[src/rtl/mem_access_if.sv]
// Bus bundle between the MEM stage, its upstream/downstream pipeline registers and the byte-wide RAM.
// The slave side is the MEM stage and the master side is its environment.
interface mem_access_if #(
    parameter int ADDR_WIDTH = 32
);
    logic [4:0]            ex_wd;
    logic                  ex_wreg;
    logic [31:0]           ex_wdata;
    logic                  ex_mem_re;
    logic                  ex_mem_we;
    logic [2:0]            ex_funct3;
    logic [ADDR_WIDTH-1:0] ex_addr;
    logic [31:0]           ex_sdata;
    logic [7:0]            mem_din;

    logic [ADDR_WIDTH-1:0] mem_a;
    logic [7:0]            mem_dout;
    logic                  mem_wr;
    logic [4:0]            mem_wd;
    logic                  mem_wreg;
    logic [31:0]           mem_wdata;
    logic                  stallreq;

    modport master (
        output ex_wd, ex_wreg, ex_wdata, ex_mem_re, ex_mem_we, ex_funct3,
               ex_addr, ex_sdata, mem_din,
        input  mem_a, mem_dout, mem_wr, mem_wd, mem_wreg, mem_wdata, stallreq
    );

    modport slave (
        input  ex_wd, ex_wreg, ex_wdata, ex_mem_re, ex_mem_we, ex_funct3,
               ex_addr, ex_sdata, mem_din,
        output mem_a, mem_dout, mem_wr, mem_wd, mem_wreg, mem_wdata, stallreq
    );
endinterface

[src/rtl/mem_access.sv]
// MEM stage of the RV32I pipeline: ALU pass-through plus byte-serial loads and stores
// over an 8-bit RAM port, holding the front of the pipe while an access is in flight.
module mem_access #(
    parameter int ADDR_WIDTH = 32
) (
    input  logic        clk,
    input  logic        rst,
    input  logic        rdy,
    mem_access_if.slave bus
);
    typedef enum logic [1:0] {
        S_IDLE  = 2'd0,
        S_LOAD  = 2'd1,
        S_STORE = 2'd2,
        S_DONE  = 2'd3
    } state_t;

    state_t                r_state;
    state_t                w_state_next;
    logic [2:0]            r_cnt;
    logic [7:0]            r_buf [4];
    logic [ADDR_WIDTH-1:0] r_addr;
    logic [2:0]            r_funct3;
    logic                  r_is_load;

    logic [2:0]            w_n_in;
    logic [2:0]            w_n_reg;
    logic                  w_start;
    logic [ADDR_WIDTH-1:0] w_addr_k;
    logic [7:0]            w_store_byte;
    logic [31:0]           w_load_word;
    logic [31:0]           w_load_ext;
    logic                  w_wr_raw;
    logic [7:0]            w_dout_raw;

    function automatic logic [2:0] byte_count(input logic [1:0] size);
        case (size)
            2'b00:   return 3'd1;
            2'b01:   return 3'd2;
            default: return 3'd4;
        endcase
    endfunction

    assign w_n_in   = byte_count(bus.ex_funct3[1:0]);
    assign w_n_reg  = byte_count(r_funct3[1:0]);
    assign w_start  = bus.ex_mem_re | bus.ex_mem_we;
    assign w_addr_k = r_addr + ADDR_WIDTH'(r_cnt);

    always_ff @(posedge clk) begin
        if (rst) begin
            r_state <= S_IDLE;
        end else if (rdy) begin
            r_state <= w_state_next;
        end
    end

    always_comb begin
        w_state_next = r_state;
        unique case (r_state)
            S_IDLE: begin
                if (bus.ex_mem_re) begin
                    w_state_next = S_LOAD;
                end else if (bus.ex_mem_we) begin
                    w_state_next = (w_n_in == 3'd1) ? S_DONE : S_STORE;
                end
            end
            S_LOAD: begin
                if (r_cnt >= w_n_reg) begin
                    w_state_next = S_DONE;
                end
            end
            S_STORE: begin
                if (r_cnt == 3'(w_n_reg - 3'd1)) begin
                    w_state_next = S_DONE;
                end
            end
            S_DONE:  w_state_next = S_IDLE;
            default: w_state_next = S_IDLE;
        endcase
    end

    // Address and size are latched at IDLE so the access never depends on later input changes.
    always_ff @(posedge clk) begin
        if (rst) begin
            r_cnt     <= 3'd0;
            r_addr    <= '0;
            r_funct3  <= 3'd0;
            r_is_load <= 1'b0;
        end else if (rdy) begin
            unique case (r_state)
                S_IDLE: begin
                    if (w_start) begin
                        r_cnt     <= 3'd1;
                        r_addr    <= bus.ex_addr;
                        r_funct3  <= bus.ex_funct3;
                        r_is_load <= bus.ex_mem_re;
                    end
                end
                S_LOAD: begin
                    if (r_cnt < w_n_reg) begin
                        r_cnt <= r_cnt + 3'd1;
                    end
                end
                S_STORE: r_cnt <= r_cnt + 3'd1;
                default: ;
            endcase
        end
    end

    // Byte gi of a load arrives in the LOAD cycle whose counter is gi+1.
    for (genvar gi = 0; gi < 4; gi++) begin : g_buf
        always_ff @(posedge clk) begin
            if (rst) begin
                r_buf[gi] <= 8'd0;
            end else if (rdy && r_state == S_LOAD && r_cnt == 3'(gi + 1)) begin
                r_buf[gi] <= bus.mem_din;
            end
        end
    end

    assign w_load_word = {r_buf[3], r_buf[2], r_buf[1], r_buf[0]};

    always_comb begin
        case (r_funct3)
            3'b000:  w_load_ext = {{24{w_load_word[7]}}, w_load_word[7:0]};
            3'b001:  w_load_ext = {{16{w_load_word[15]}}, w_load_word[15:0]};
            3'b100:  w_load_ext = {24'd0, w_load_word[7:0]};
            3'b101:  w_load_ext = {16'd0, w_load_word[15:0]};
            default: w_load_ext = w_load_word;
        endcase
    end

    always_comb begin
        case (r_cnt[1:0])
            2'd1:    w_store_byte = bus.ex_sdata[15:8];
            2'd2:    w_store_byte = bus.ex_sdata[23:16];
            2'd3:    w_store_byte = bus.ex_sdata[31:24];
            default: w_store_byte = bus.ex_sdata[7:0];
        endcase
    end

    always_comb begin
        bus.mem_a     = '0;
        bus.mem_wd    = 5'd0;
        bus.mem_wreg  = 1'b0;
        bus.mem_wdata = 32'd0;
        bus.stallreq  = 1'b0;
        w_wr_raw      = 1'b0;
        w_dout_raw    = 8'd0;
        if (!rst) begin
            unique case (r_state)
                S_IDLE: begin
                    if (w_start) begin
                        bus.mem_a    = bus.ex_addr;
                        bus.stallreq = 1'b1;
                        if (!bus.ex_mem_re) begin
                            w_wr_raw   = 1'b1;
                            w_dout_raw = bus.ex_sdata[7:0];
                        end
                    end else begin
                        bus.mem_wd    = bus.ex_wd;
                        bus.mem_wreg  = bus.ex_wreg;
                        bus.mem_wdata = bus.ex_wdata;
                    end
                end
                S_LOAD: begin
                    bus.stallreq = 1'b1;
                    if (r_cnt < w_n_reg) begin
                        bus.mem_a = w_addr_k;
                    end
                end
                S_STORE: begin
                    bus.stallreq = 1'b1;
                    bus.mem_a    = w_addr_k;
                    w_wr_raw     = 1'b1;
                    w_dout_raw   = w_store_byte;
                end
                S_DONE: begin
                    bus.mem_wd    = bus.ex_wd;
                    bus.mem_wreg  = bus.ex_wreg;
                    bus.mem_wdata = r_is_load ? w_load_ext : bus.ex_wdata;
                end
                default: ;
            endcase
        end
    end

    // A frozen pipeline must not strobe the RAM, otherwise a byte would be written twice.
    assign bus.mem_wr   = w_wr_raw & rdy;
    assign bus.mem_dout = bus.mem_wr ? w_dout_raw : 8'd0;
endmodule

[src/flat_wrapper.sv]
// flat-port wrapper written by rule: the top's interface ports become plain ports
module mem_access_flat 
#(
    parameter int ADDR_WIDTH = 32
)
  (clk, rst, rdy, bus_ex_wd, bus_ex_wreg, bus_ex_wdata, bus_ex_mem_re, bus_ex_mem_we, bus_ex_funct3, bus_ex_addr, bus_ex_sdata, bus_mem_din, bus_mem_a, bus_mem_dout, bus_mem_wr, bus_mem_wd, bus_mem_wreg, bus_mem_wdata, bus_stallreq);
  mem_access_if #(.ADDR_WIDTH(ADDR_WIDTH)) bus_i ();
  input  logic clk;
  input  logic rst;
  input  logic rdy;
  input wire logic [$bits(bus_i.ex_wd)-1:0] bus_ex_wd;
  input wire logic [$bits(bus_i.ex_wreg)-1:0] bus_ex_wreg;
  input wire logic [$bits(bus_i.ex_wdata)-1:0] bus_ex_wdata;
  input wire logic [$bits(bus_i.ex_mem_re)-1:0] bus_ex_mem_re;
  input wire logic [$bits(bus_i.ex_mem_we)-1:0] bus_ex_mem_we;
  input wire logic [$bits(bus_i.ex_funct3)-1:0] bus_ex_funct3;
  input wire logic [$bits(bus_i.ex_addr)-1:0] bus_ex_addr;
  input wire logic [$bits(bus_i.ex_sdata)-1:0] bus_ex_sdata;
  input wire logic [$bits(bus_i.mem_din)-1:0] bus_mem_din;
  output wire logic [$bits(bus_i.mem_a)-1:0] bus_mem_a;
  output wire logic [$bits(bus_i.mem_dout)-1:0] bus_mem_dout;
  output wire logic [$bits(bus_i.mem_wr)-1:0] bus_mem_wr;
  output wire logic [$bits(bus_i.mem_wd)-1:0] bus_mem_wd;
  output wire logic [$bits(bus_i.mem_wreg)-1:0] bus_mem_wreg;
  output wire logic [$bits(bus_i.mem_wdata)-1:0] bus_mem_wdata;
  output wire logic [$bits(bus_i.stallreq)-1:0] bus_stallreq;
  assign bus_i.ex_wd = bus_ex_wd;
  assign bus_i.ex_wreg = bus_ex_wreg;
  assign bus_i.ex_wdata = bus_ex_wdata;
  assign bus_i.ex_mem_re = bus_ex_mem_re;
  assign bus_i.ex_mem_we = bus_ex_mem_we;
  assign bus_i.ex_funct3 = bus_ex_funct3;
  assign bus_i.ex_addr = bus_ex_addr;
  assign bus_i.ex_sdata = bus_ex_sdata;
  assign bus_i.mem_din = bus_mem_din;
  assign bus_mem_a = bus_i.mem_a;
  assign bus_mem_dout = bus_i.mem_dout;
  assign bus_mem_wr = bus_i.mem_wr;
  assign bus_mem_wd = bus_i.mem_wd;
  assign bus_mem_wreg = bus_i.mem_wreg;
  assign bus_mem_wdata = bus_i.mem_wdata;
  assign bus_stallreq = bus_i.stallreq;
  mem_access #(.ADDR_WIDTH(ADDR_WIDTH)) u_core (.clk(clk), .rst(rst), .rdy(rdy), .bus(bus_i));
endmodule
[config.mk]
export PLATFORM = sky130hd
export DESIGN_NAME = mem_access_flat
export DESIGN_NICKNAME = d
export VERILOG_FILES = /design/src/rtl/mem_access_if.sv /design/src/rtl/mem_access.sv /design/src/flat_wrapper.sv
export SDC_FILE = /design/constraint.sdc
export NUM_CORES = 1
export LEC_CHECK = 0
export BUFFER_PORTS_ARGS = -buffer_cell sky130_fd_sc_hd__buf_2
export CORE_AREA = 2 2 115 117
export DETAILED_ROUTE_END_ITERATION = 12
export DIE_AREA = 0 0 117 119
export PLACE_DENSITY = 0.76
export SETUP_SLACK_MARGIN = 0.02
export SYNTH_ARGS = -nofsm -noshare
export SYNTH_HDL_FRONTEND = slang
export SYNTH_SLANG_ARGS = --single-unit
[constraint.sdc]
create_clock -name clk -period 5.3 [get_ports clk]
set_input_delay 0.795 -clock clk [delete_from_list [all_inputs] [get_ports clk]]
set_output_delay 0.795 -clock clk [all_outputs]
set_load 0.005 [all_outputs]
==> metrics.csv, run 1 <==
metric,value,unit
setup_viol,0,
cts_htree_levels,3,
crit_path_end_kind,primary output,
cts_root_buffer,clkbuf_16,
start_kind,flip-flop,
top_usage_layer,met2,
route.detailed.drc,0,
wl_per_cell,14.2,um
use_met3,0.0427,
drtAntennaViolNets,0,
worst_pin_slew,1.06,ns
min_period_over_period,0.676,
grt_max_degree,34,
post_drt_via_cell_ratio,5.05,
pin_count,198,
grt_overflow_total,0,
syn_avg_cell_area,7.67,um^2
cap_violations,0,
drtPass1Iterations,7,
ys_ff_latch,73,
start_util,0.384,
fin_ws,1.72,ns
antenna_cells,0,
synth_fp_nets,780,
hold_viol,0,
design.die.area,0.0139,mm^2
postSynthCellCount,645,
hold_class,flip-flop to flip-flop,
hpwl,10.8,mm
synth_edf_count,32,
cpPeakStageDelay,0.41,ns
drv_slew,0,
grt_use_met1,0.248,
power.clock.fraction,0.362,
comb_power_share,0.259,
yosysSeqAreaShare,0.360,
critPathKind,flip-flop to primary output,
use_met2,0.350,
cts_tree,built,
post-route-min-period,3.58,ns
grtUsageTotal,0.201,
slew_headroom,0.295,
grt_first_pass_wirelength,22.1,mm
report.power.total,0.00176,W
wl,14.2,mm
clock_sink_count,73,
coreArea,0.0129,mm^2
crit_top_cell,o21ai_0,
cts_hold_buf,0,
timing.fmax,279,MHz
cts_setup_buffers,0,
clk_pin_slew,0.06,ns
clkLatencyLatePin,0.34,ns
cts_resized,0,
die_y,119,um
numCtsBuffers,9,
p_leak,2.73,nW
grt_pass1_vias,4586,
skew,0.00717,ns
gp_congestion,0.850,
seqPwrFrac,0.378,
first_iter_violations,247,
clk_path_buf_depth,2,
route.vias.total,5051,
ir_drop,155,uV
critical_path_arrival,2.79,ns
area_growth,27.9,%
place_ws,1.86,ns
fin_tns_setup,0,ns
final_area,0.00632,mm^2
final_net_count,954,
cp_max_fo,27,
powerDensity,279,mW/mm^2
switchingPower,0.000580,W
final_common_cell,buf_2,
swShare,0.329,
cp.required,4.51,ns
final_cell_mix,"buf_2, nand2_1, a21oi_1, nor2_1, o21ai_0",
antenna_found_initial,2,
port_buffers,197,
async_flop_share,0,
rsz0062_at_grt,no,
rows,42,
drive_gt1_frac,0.283,
ys_warn_count,0,
dieWidth,117,um
crit_chain,"clkinv_1, nand2_1, ha_1, nor2b_1, o21ai_0, a31o_2, nand3_1, buf_4, o21ai_0, buf_2",
place_area,0.00601,mm^2
critPathSlowestCell,clkinv_1,
nFillCells,1294,
ys_types,53,
status,"finished, final reports clean",
p_int,0.00118,W
synth_flop_cell,dfxtp_1,
synth_area,0.00494,mm^2
-- cells in the mapped netlist (7+ instances only) --
| library cell | instances | share of area |
|---|---|---|
| ha_1 | 16 | 0.040 |
| xor2_1 | 20 | 0.035 |
| a22oi_1 | 12 | 0.018 |
| and2_1 | 42 | 0.053 |
| inv_1 | 16 | 0.012 |
| nor2_1 | 46 | 0.035 |
| o21ai_0 | 46 | 0.047 |
| xnor2_1 | 11 | 0.019 |
| buf_2 | 13 | 0.013 |
| and3_1 | 7 | 0.0089 |
| edfxtp_1 | 32 | 0.19 |
| dfxtp_1 | 41 | 0.17 |
| clkbuf_1 | 21 | 0.016 |
| nand4_1 | 11 | 0.014 |
| nand2_1 | 145 | 0.11 |
| a222oi_1 | 8 | 0.016 |
| a21oi_1 | 80 | 0.081 |
| nand3_1 | 12 | 0.012 |
-- state kept, by name, summed over array words and instances, names as in the netlist --
name              cells
u_core.r_addr        32
u_core.r_buf         32
u_core.r_cnt          3
u_core.r_funct3       3
u_core.r_is_load      1
u_core.r_state        2
-- area by class of cell --
type,count,area (um^2),area share
clock buffers,9,225,0.0356
clock inverters,7,85.1,0.0135
inverters,18,67.6,0.0107
multi-input cells,516,2930,0.463
flip-flops and latches,73,1780,0.282
well taps,176,220,0.0348
repair buffers,201,1020,0.161
-- metrics by stage --
step / utilization / hold WS (ns) / cells
2_1_floorplan: - / 0.441 / 645
3_3_place_gp: 0.467 / 0.450 / 984
3_5_place_dp: 0.467 / 0.455 / 984
4_1_cts: 0.491 / 0.464 / 1000
5_1_grt: 0.491 / 0.501 / 1000
6_report: 0.491 / 0.464 / 1000
-- logic make-up after synthesis --
kind of cell,share of synthesized area
AO/OA/AOI/OAI,0.208
flip-flops,0.360
XOR/XNOR,0.0549
buffers and inverters,0.0476
AND/OR/NAND/NOR,0.280
adder cells (fa/ha/maj),0.0445
multiplexers,0.00430
-- power by group through the flow --
stage | combinational [W] | clock (W) | sequential (W)
global route | 0.000515 | 0.000676 | 0.000673
finish | 0.000457 | 0.000638 | 0.000667
floorplan | 0.000298 | 0 | 0.000667
global placement | 0.000454 | 0 | 0.000677
CTS | 0.000460 | 0.000650 | 0.000666
detailed placement | 0.000458 | 0 | 0.000679
-- critical path: cells and delay by family (launching register included) --
kind / cells / cell delay, ns
buf+inv: 3 / 0.80
compound gates: 3 / 0.58
simple gates: 3 / 0.40
flops: 1 / 0.39
fa+ha+maj: 1 / 0.27
-- worst paths after layout --
check,cells past startpoint,slack [ns],from,end
setup / recovery,10,1.72,u_core.r_funct3[1],bus_mem_a[15]
hold reg to reg,2,0.46,u_core.r_addr[0],u_core.r_addr[0]
hold / removal,2,0.46,u_core.r_addr[0],u_core.r_addr[0]
setup reg to reg,7,2.78,u_core.r_funct3[1],u_core.r_cnt[2]
-- routing by layer --
metal	routed length (um)	vias to the layer above
met5	16	-
met4	184	2
met3	918	22
met2	7020	174
met1	6100	2258
li1	-	2595
Power figures use the tool's default switching activity.
==> run 2, diff against run 1 <==
==> constraint.sdc (replaced) <==
create_clock -name clk -period 3.6 [get_ports clk]
set_input_delay 0.54 -clock clk [delete_from_list [all_inputs] [get_ports clk]]
set_output_delay 0.54 -clock clk [all_outputs]
set_load 0.005 [all_outputs]
==> run 2 against run 1 <==
Effect of this change:
- power up 44%
- non-clock buffer count up 6
- die area unchanged
- routed wire length grew 0.90%
- design area grew 0.38%
- worst hold slack lost 0.032 ns
- clock skew grew 0.00086 ns
- clock power rose by 36%
- critical endpoint unchanged
- largest power group unchanged
- highest routed layer unchanged
==> metrics.csv, run 2 (same netlist as run 1, synthesis figures left out) <==
metric,value,unit,change
antenna_found_initial,4,,was 2
area_growth,28.4,%,was 27.9%
cpPeakStageDelay,0.40,ns,was 0.41 ns
status,"finished, final reports clean",,unchanged
fin_ws,0.334,ns,was 1.72 ns
gp_congestion,0.841,,was 0.850
wl_met2,6.94,mm,was 7.02 mm
ir_drop,186,uV,was 155 uV
rows,42,,unchanged
min_period_over_period,0.907,,
stdcell_count,1007,,was 1000
first_iter_violations,273,,was 247
fin_tns_setup,0,ns,unchanged
hpwl,11.0,mm,was 10.8 mm
cts_setup_buffers,0,,unchanged
timing.fmax,306,MHz,
post-place-cells,990,,was 984
grt_pass1_vias,4623,,was 4586
grt_max_degree,36,,was 34
ff2ff_path_depth,7,,unchanged
clock_sink_count,73,,unchanged
clkLatencyLatePin,0.35,ns,was 0.34 ns
wl,14.4,mm,was 14.2 mm
post-route-min-period,3.27,ns,
crit_buf_inv,3,,unchanged
critical_path_arrival,2.73,ns,was 2.79 ns
slew_headroom,0.417,,was 0.295
cp_max_fo,17,,was 27
post_drt_via_cell_ratio,5.15,,was 5.05
setup_viol,0,,unchanged
largestRegisters,"u_core.r_addr: 32 flops, u_core.r_buf: 32 flops",,unchanged
drtAntennaViolNets,0,,unchanged
route.vias.total,5186,,was 5051
nFillCells,1289,,was 1294
final_net_count,960,,was 954
p_leak,2.75,nW,was 2.73 nW
wl_per_cell,14.3,um,was 14.2 um
route.detailed.drc,0,,unchanged
wl_met1,6.25,mm,was 6.10 mm
start_util,0.384,,unchanged
design.die.area,0.0139,mm^2,unchanged
topRoutingLayerUsed,met5,,unchanged
cts_tree,built,,unchanged
place_ws,0.733,ns,was 1.86 ns
cts_resized,0,,unchanged
critPathKind,flip-flop to primary output,,unchanged
clk_pin_slew,0.06,ns,about the same
cp.required,3.06,ns,was 4.51 ns
crit_family,simple AND/OR/NAND/NOR gates,,was buffers and inverters
final_cell_mix,"buf_2, nand2_1, a21oi_1, nor2_1, o21ai_0",,unchanged
hold_class,input pin to flip-flop,,was flip-flop to flip-flop
drv_slew,0,,unchanged
worst_pin_slew,0.872,ns,was 1.06 ns
hold_viol,0,,unchanged
die_y,119,um,unchanged
cp.depth,10,,unchanged
crit_chain,"or2_2, inv_1, ha_1, nor2b_1, o21ai_0, a31o_2, nand3_1, buf_4, o21ai_0, buf_2",,"was clkinv_1, nand2_1, ha_1, nor2b_1, o21ai_0, a31o_2, nand3_1, buf_4, o21ai_0, buf_2"
critPathSlowestCell,or2_2,,was clkinv_1
clk_path_buf_depth,2,,unchanged
final_common_cell,buf_2,,unchanged
cts_hold_buf,0,,unchanged
dr_wl_met3,903,um,was 918 um
hold_depth,3,,was 2
rsz0062_at_grt,no,,unchanged
drtPass1Iterations,5,,was 7
drive_gt1_frac,0.288,,was 0.283
dieWidth,117,um,unchanged
powerDensity,399,mW/mm^2,was 279 mW/mm^2
cts_htree_levels,3,,unchanged
cts_root_buffer,clkbuf_16,,unchanged
grt_overflow_total,0,,unchanged
coreArea,0.0129,mm^2,unchanged
port_buffers,197,,unchanged
crit_path_end_kind,primary output,,unchanged
grt_first_pass_wirelength,22.5,mm,was 22.1 mm
skew,0.00804,ns,was 0.00717 ns
report.power.total,0.00253,W,was 0.00176 W
start_kind,flip-flop,,unchanged
grtUsageTotal,0.204,,was 0.201
numCtsBuffers,9,,unchanged
crit_top_cell,o21ai_0,,unchanged
cap_violations,0,,unchanged
pin_count,198,,unchanged
## run 2: cell types whose count changed in the layout (fill, tap and decap cells not counted)
cell,previous run,this run
clkinv_4,0,2
bufinv_16,1,0
diode_2,0,1
inv_8,2,1
buf_4,4,10
## run 2: per-stage QoR
| step | hold WS [ns] | util | instance area (um^2) |
|---|---|---|---|
| CTS | 0.426 | 0.493 | 6340 |
| detailed placement | 0.459 | 0.471 | 6060 |
| global route | 0.431 | 0.493 | 6350 |
| floorplan | 0.441 | - | 4940 |
| global placement | 0.457 | 0.471 | 6060 |
| finish | 0.433 | 0.493 | 6350 |
## run 2: routing by layer
layer  vias to the layer above  track usage
met5                         -            0
met3                        25       0.0392
met4                         4       0.0684
met1                      2372        0.265
met2                       179        0.338
li1                       2606            -
## run 2: final timing paths
check | start | to | slack [ns]
min reg2reg | u_core.r_addr[0] | u_core.r_addr[0] | 0.47
min | bus_ex_funct3[2] | u_core.r_funct3[2] | 0.43
max | u_core.r_funct3[1] | bus_mem_a[15] | 0.33
max reg2reg | u_core.r_state[0] | u_core.r_funct3[1] | 1.43
## run 2: power by group
group | internal, W | switching [W] | leakage (nW)
clock | 0.000478 | 0.000387 | 0.135
combinational | 0.000279 | 0.000408 | 1.95
sequential | 0.000923 | 0.0000603 | 0.666
total | 0.00168 | 0.000855 | 2.75
## run 2: worst min-delay path: cells and delay by family
kind / cells / cell delay (ns)
AO/OA/AOI/OAI: 1 / 0.05
buffers and inverters: 1 / 0.10
AND/OR/NAND/NOR: 1 / 0.04
## run 2: layout make-up
| class | count | area, um^2 | share of cell area |
|---|---|---|---|
| Multi-Input combinational cell | 516 | 2930 | 0.461 |
| Sequential cell | 73 | 1780 | 0.281 |
| Timing Repair Buffer | 207 | 1060 | 0.167 |
| Clock buffer | 9 | 225 | 0.0355 |
| Tap cell | 176 | 220 | 0.0347 |
| Inverter | 18 | 67.6 | 0.0106 |
| Clock inverter | 7 | 61.3 | 0.00966 |
| Antenna cell | 1 | 2.50 | 0.000394 |
==> run 3, diff against run 2 <==
--- a/config.mk
+++ b/config.mk
@@ -9,7 +9,9 @@
 export CORE_AREA = 2 2 115 117
 export DETAILED_ROUTE_END_ITERATION = 12
 export DIE_AREA = 0 0 117 119
+export HOLD_SLACK_MARGIN = 0.08
 export PLACE_DENSITY = 0.76
+export RECOVER_POWER = 100
 export SETUP_SLACK_MARGIN = 0.02
 export SYNTH_ARGS = -nofsm -noshare
 export SYNTH_HDL_FRONTEND = slang
==> run 3 against run 2 <==
Effect of this change:
- sequential power about the same
- worst hold slack about the same
- sequential share of layout area is 0.41 points higher
- fmax shrank 0.91%
- non-clock buffer count is the same
- critical path depth down 1
==> metrics.csv, run 3 (same netlist as run 1, synthesis figures left out) <==
metric,value,unit,change
critPathSlowestCell,o21a_1,,was or2_2
largestRegisters,"u_core.r_addr: 32 flops, u_core.r_buf: 32 flops",,unchanged
clk_pin_slew,0.06,ns,about the same
port_buffers,197,,unchanged
final_area,0.00626,mm^2,was 0.00635 mm^2
coreArea,0.0129,mm^2,unchanged
final_cell_mix,"nand2_1, buf_2, a21oi_1, o21ai_0, clkbuf_1",,"was buf_2, nand2_1, a21oi_1, nor2_1, o21ai_0"
cp-endpoint,bus_mem_a[30],,was bus_mem_a[15]
cpPeakStageDelay,0.43,ns,was 0.40 ns
numCtsBuffers,9,,unchanged
final_net_count,960,,unchanged
cts_resized,0,,unchanged
crit_chain,"ha_1, inv_1, fa_1, nor2b_1, o21a_1, nand4_1, xor2_1, o21ai_0, buf_2",,"was or2_2, inv_1, ha_1, nor2b_1, o21ai_0, a31o_2, nand3_1, buf_4, o21ai_0, buf_2"
area_growth,26.5,%,was 28.4%
first_iter_violations,270,,was 273
start_util,0.384,,unchanged
grtUsageTotal,0.204,,unchanged
critPathKind,flip-flop to primary output,,unchanged
place_area,0.00606,mm^2,unchanged
rrSetupSlack,1.00,ns,was 1.43 ns
rows,42,,unchanged
clk_path_buf_depth,2,,unchanged
min_period_over_period,0.916,,was 0.907
final_common_cell,nand2_1,,was buf_2
cp.required,3.06,ns,about the same
crit_path_end_kind,primary output,,unchanged
status,"finished, final reports clean",,unchanged
cts_tree,built,,unchanged
timing.fmax,303,MHz,was 306 MHz
drtPass1Iterations,7,,was 5
start_kind,flip-flop,,unchanged
cts_htree_levels,3,,unchanged
antenna_found_initial,4,,unchanged
drv_slew,0,,unchanged
place_ws,0.733,ns,unchanged
post-route-min-period,3.30,ns,was 3.27 ns
ff2ff_path_depth,7,,unchanged
cts_setup_buffers,0,,unchanged
worst_pin_slew,0.884,ns,was 0.872 ns
post-place-cells,990,,unchanged
clock_sink_count,73,,unchanged
die_y,119,um,unchanged
crit_start,u_core.r_cnt[0],,was u_core.r_funct3[1]
dieWidth,117,um,unchanged
ir_drop,184,uV,was 186 uV
crit_buf_inv,2,,was 3
hold_class,input pin to flip-flop,,unchanged
critical_path_arrival,2.76,ns,was 2.73 ns
cp.depth,9,,was 10
gp_congestion,0.841,,unchanged
design.die.area,0.0139,mm^2,unchanged
wl_per_cell,14.4,um,was 14.3 um
pin_count,198,,unchanged
r2r_end,u_core.r_addr[14],,was u_core.r_funct3[1]
route.detailed.drc,0,,unchanged
p_leak,2.49,nW,was 2.75 nW
grt_first_pass_wirelength,22.5,mm,unchanged
crit_family,adder cells,,was simple AND/OR/NAND/NOR gates
setup_viol,0,,unchanged
fin_tns_setup,0,ns,unchanged
cap_violations,0,,unchanged
r2r-start,u_core.r_state[0],,unchanged
slew_headroom,0.411,,was 0.417
route.vias.total,5179,,was 5186
grt_max_degree,36,,unchanged
wl,14.5,mm,was 14.4 mm
hpwl,11.0,mm,unchanged
powerDensity,402,mW/mm^2,was 399 mW/mm^2
grt_overflow_total,0,,unchanged
drive_gt1_frac,0.217,,was 0.288
skew,0.00742,ns,was 0.00804 ns
stdcell_count,1007,,unchanged
cp_max_fo,9,,was 17
clkLatencyLatePin,0.35,ns,about the same
cts_hold_buf,0,,unchanged
hold_viol,0,,unchanged
drtAntennaViolNets,0,,unchanged
grt_pass1_vias,4623,,unchanged
fin_ws,0.304,ns,was 0.334 ns
post_drt_via_cell_ratio,5.14,,was 5.15
cts_root_buffer,clkbuf_16,,unchanged
rsz0062_at_grt,no,,unchanged
run 3: cell types whose count changed in the layout (fill, tap and decap cells not counted), moves of 3 or more:
cell	delta
buf_2	-60
clkbuf_1	+54
and2_0	+24
and2_1	-24
clkbuf_2	+9
o21ai_0	+9
o21ai_1	-5
o21ai_2	-4
buf_4	-3
run 3: cell type report:
| class | instances | area (um^2) |
|---|---|---|
| Fill cell | 1327 | 6620 |
| Multi-Input combinational cell | 516 | 2910 |
| Sequential cell | 73 | 1780 |
| Timing Repair Buffer | 207 | 986 |
| Clock buffer | 9 | 225 |
| Tap cell | 176 | 220 |
| Inverter | 18 | 67.6 |
| Clock inverter | 7 | 61.3 |
| Antenna cell | 1 | 2.50 |
run 3: how the worst min path moves through the flow:
stage,start,endpoint,cells past startpoint
global route,bus_ex_funct3[2],u_core.r_funct3[2],3
floorplan,u_core.r_addr[0],u_core.r_addr[0],2
detailed placement,u_core.r_addr[0],u_core.r_addr[0],2
finish,bus_ex_funct3[2],u_core.r_funct3[2],3
global placement,u_core.r_addr[31],u_core.r_addr[31],2
CTS,bus_ex_funct3[2],u_core.r_funct3[2],3
run 3: stage by stage:
stage / hold WS (ns) / utilization / total power (W)
6_report: 0.433 / 0.486 / 0.00251
5_1_grt: 0.431 / 0.486 / 0.00265
4_1_cts: 0.426 / 0.493 / 0.00255
3_5_place_dp: 0.459 / 0.471 / 0.00169
3_3_place_gp: 0.457 / 0.471 / 0.00168
2_1_floorplan: 0.441 / - / 0.00142
run 3: worst register-to-register path, cell delays in order (launching register included):
cell	delay (ns)
dfxtp_1	0.38
inv_1	0.08
ha_1	0.30
o21a_1	0.25
nand2_1	0.48
clkbuf_1	0.73
nand2_1	0.14
a21oi_1	0.18
run 3: power by group:
| part | internal, W | leakage, nW | switching (W) |
|---|---|---|---|
| Sequential | 0.000923 | 0.666 | 0.0000603 |
| Combinational | 0.000260 | 1.69 | 0.000406 |
| Clock | 0.000478 | 0.135 | 0.000387 |
run 3: layer usage:
layer	global-route usage	routed length (um)	up-vias	part of all wire
met5	0	27	-	0.0019
met4	0.0684	206	4	0.014
met3	0.0392	878	21	0.061
met2	0.338	6950	165	0.48
met1	0.265	6410	2381	0.44
li1	-	-	2608	-
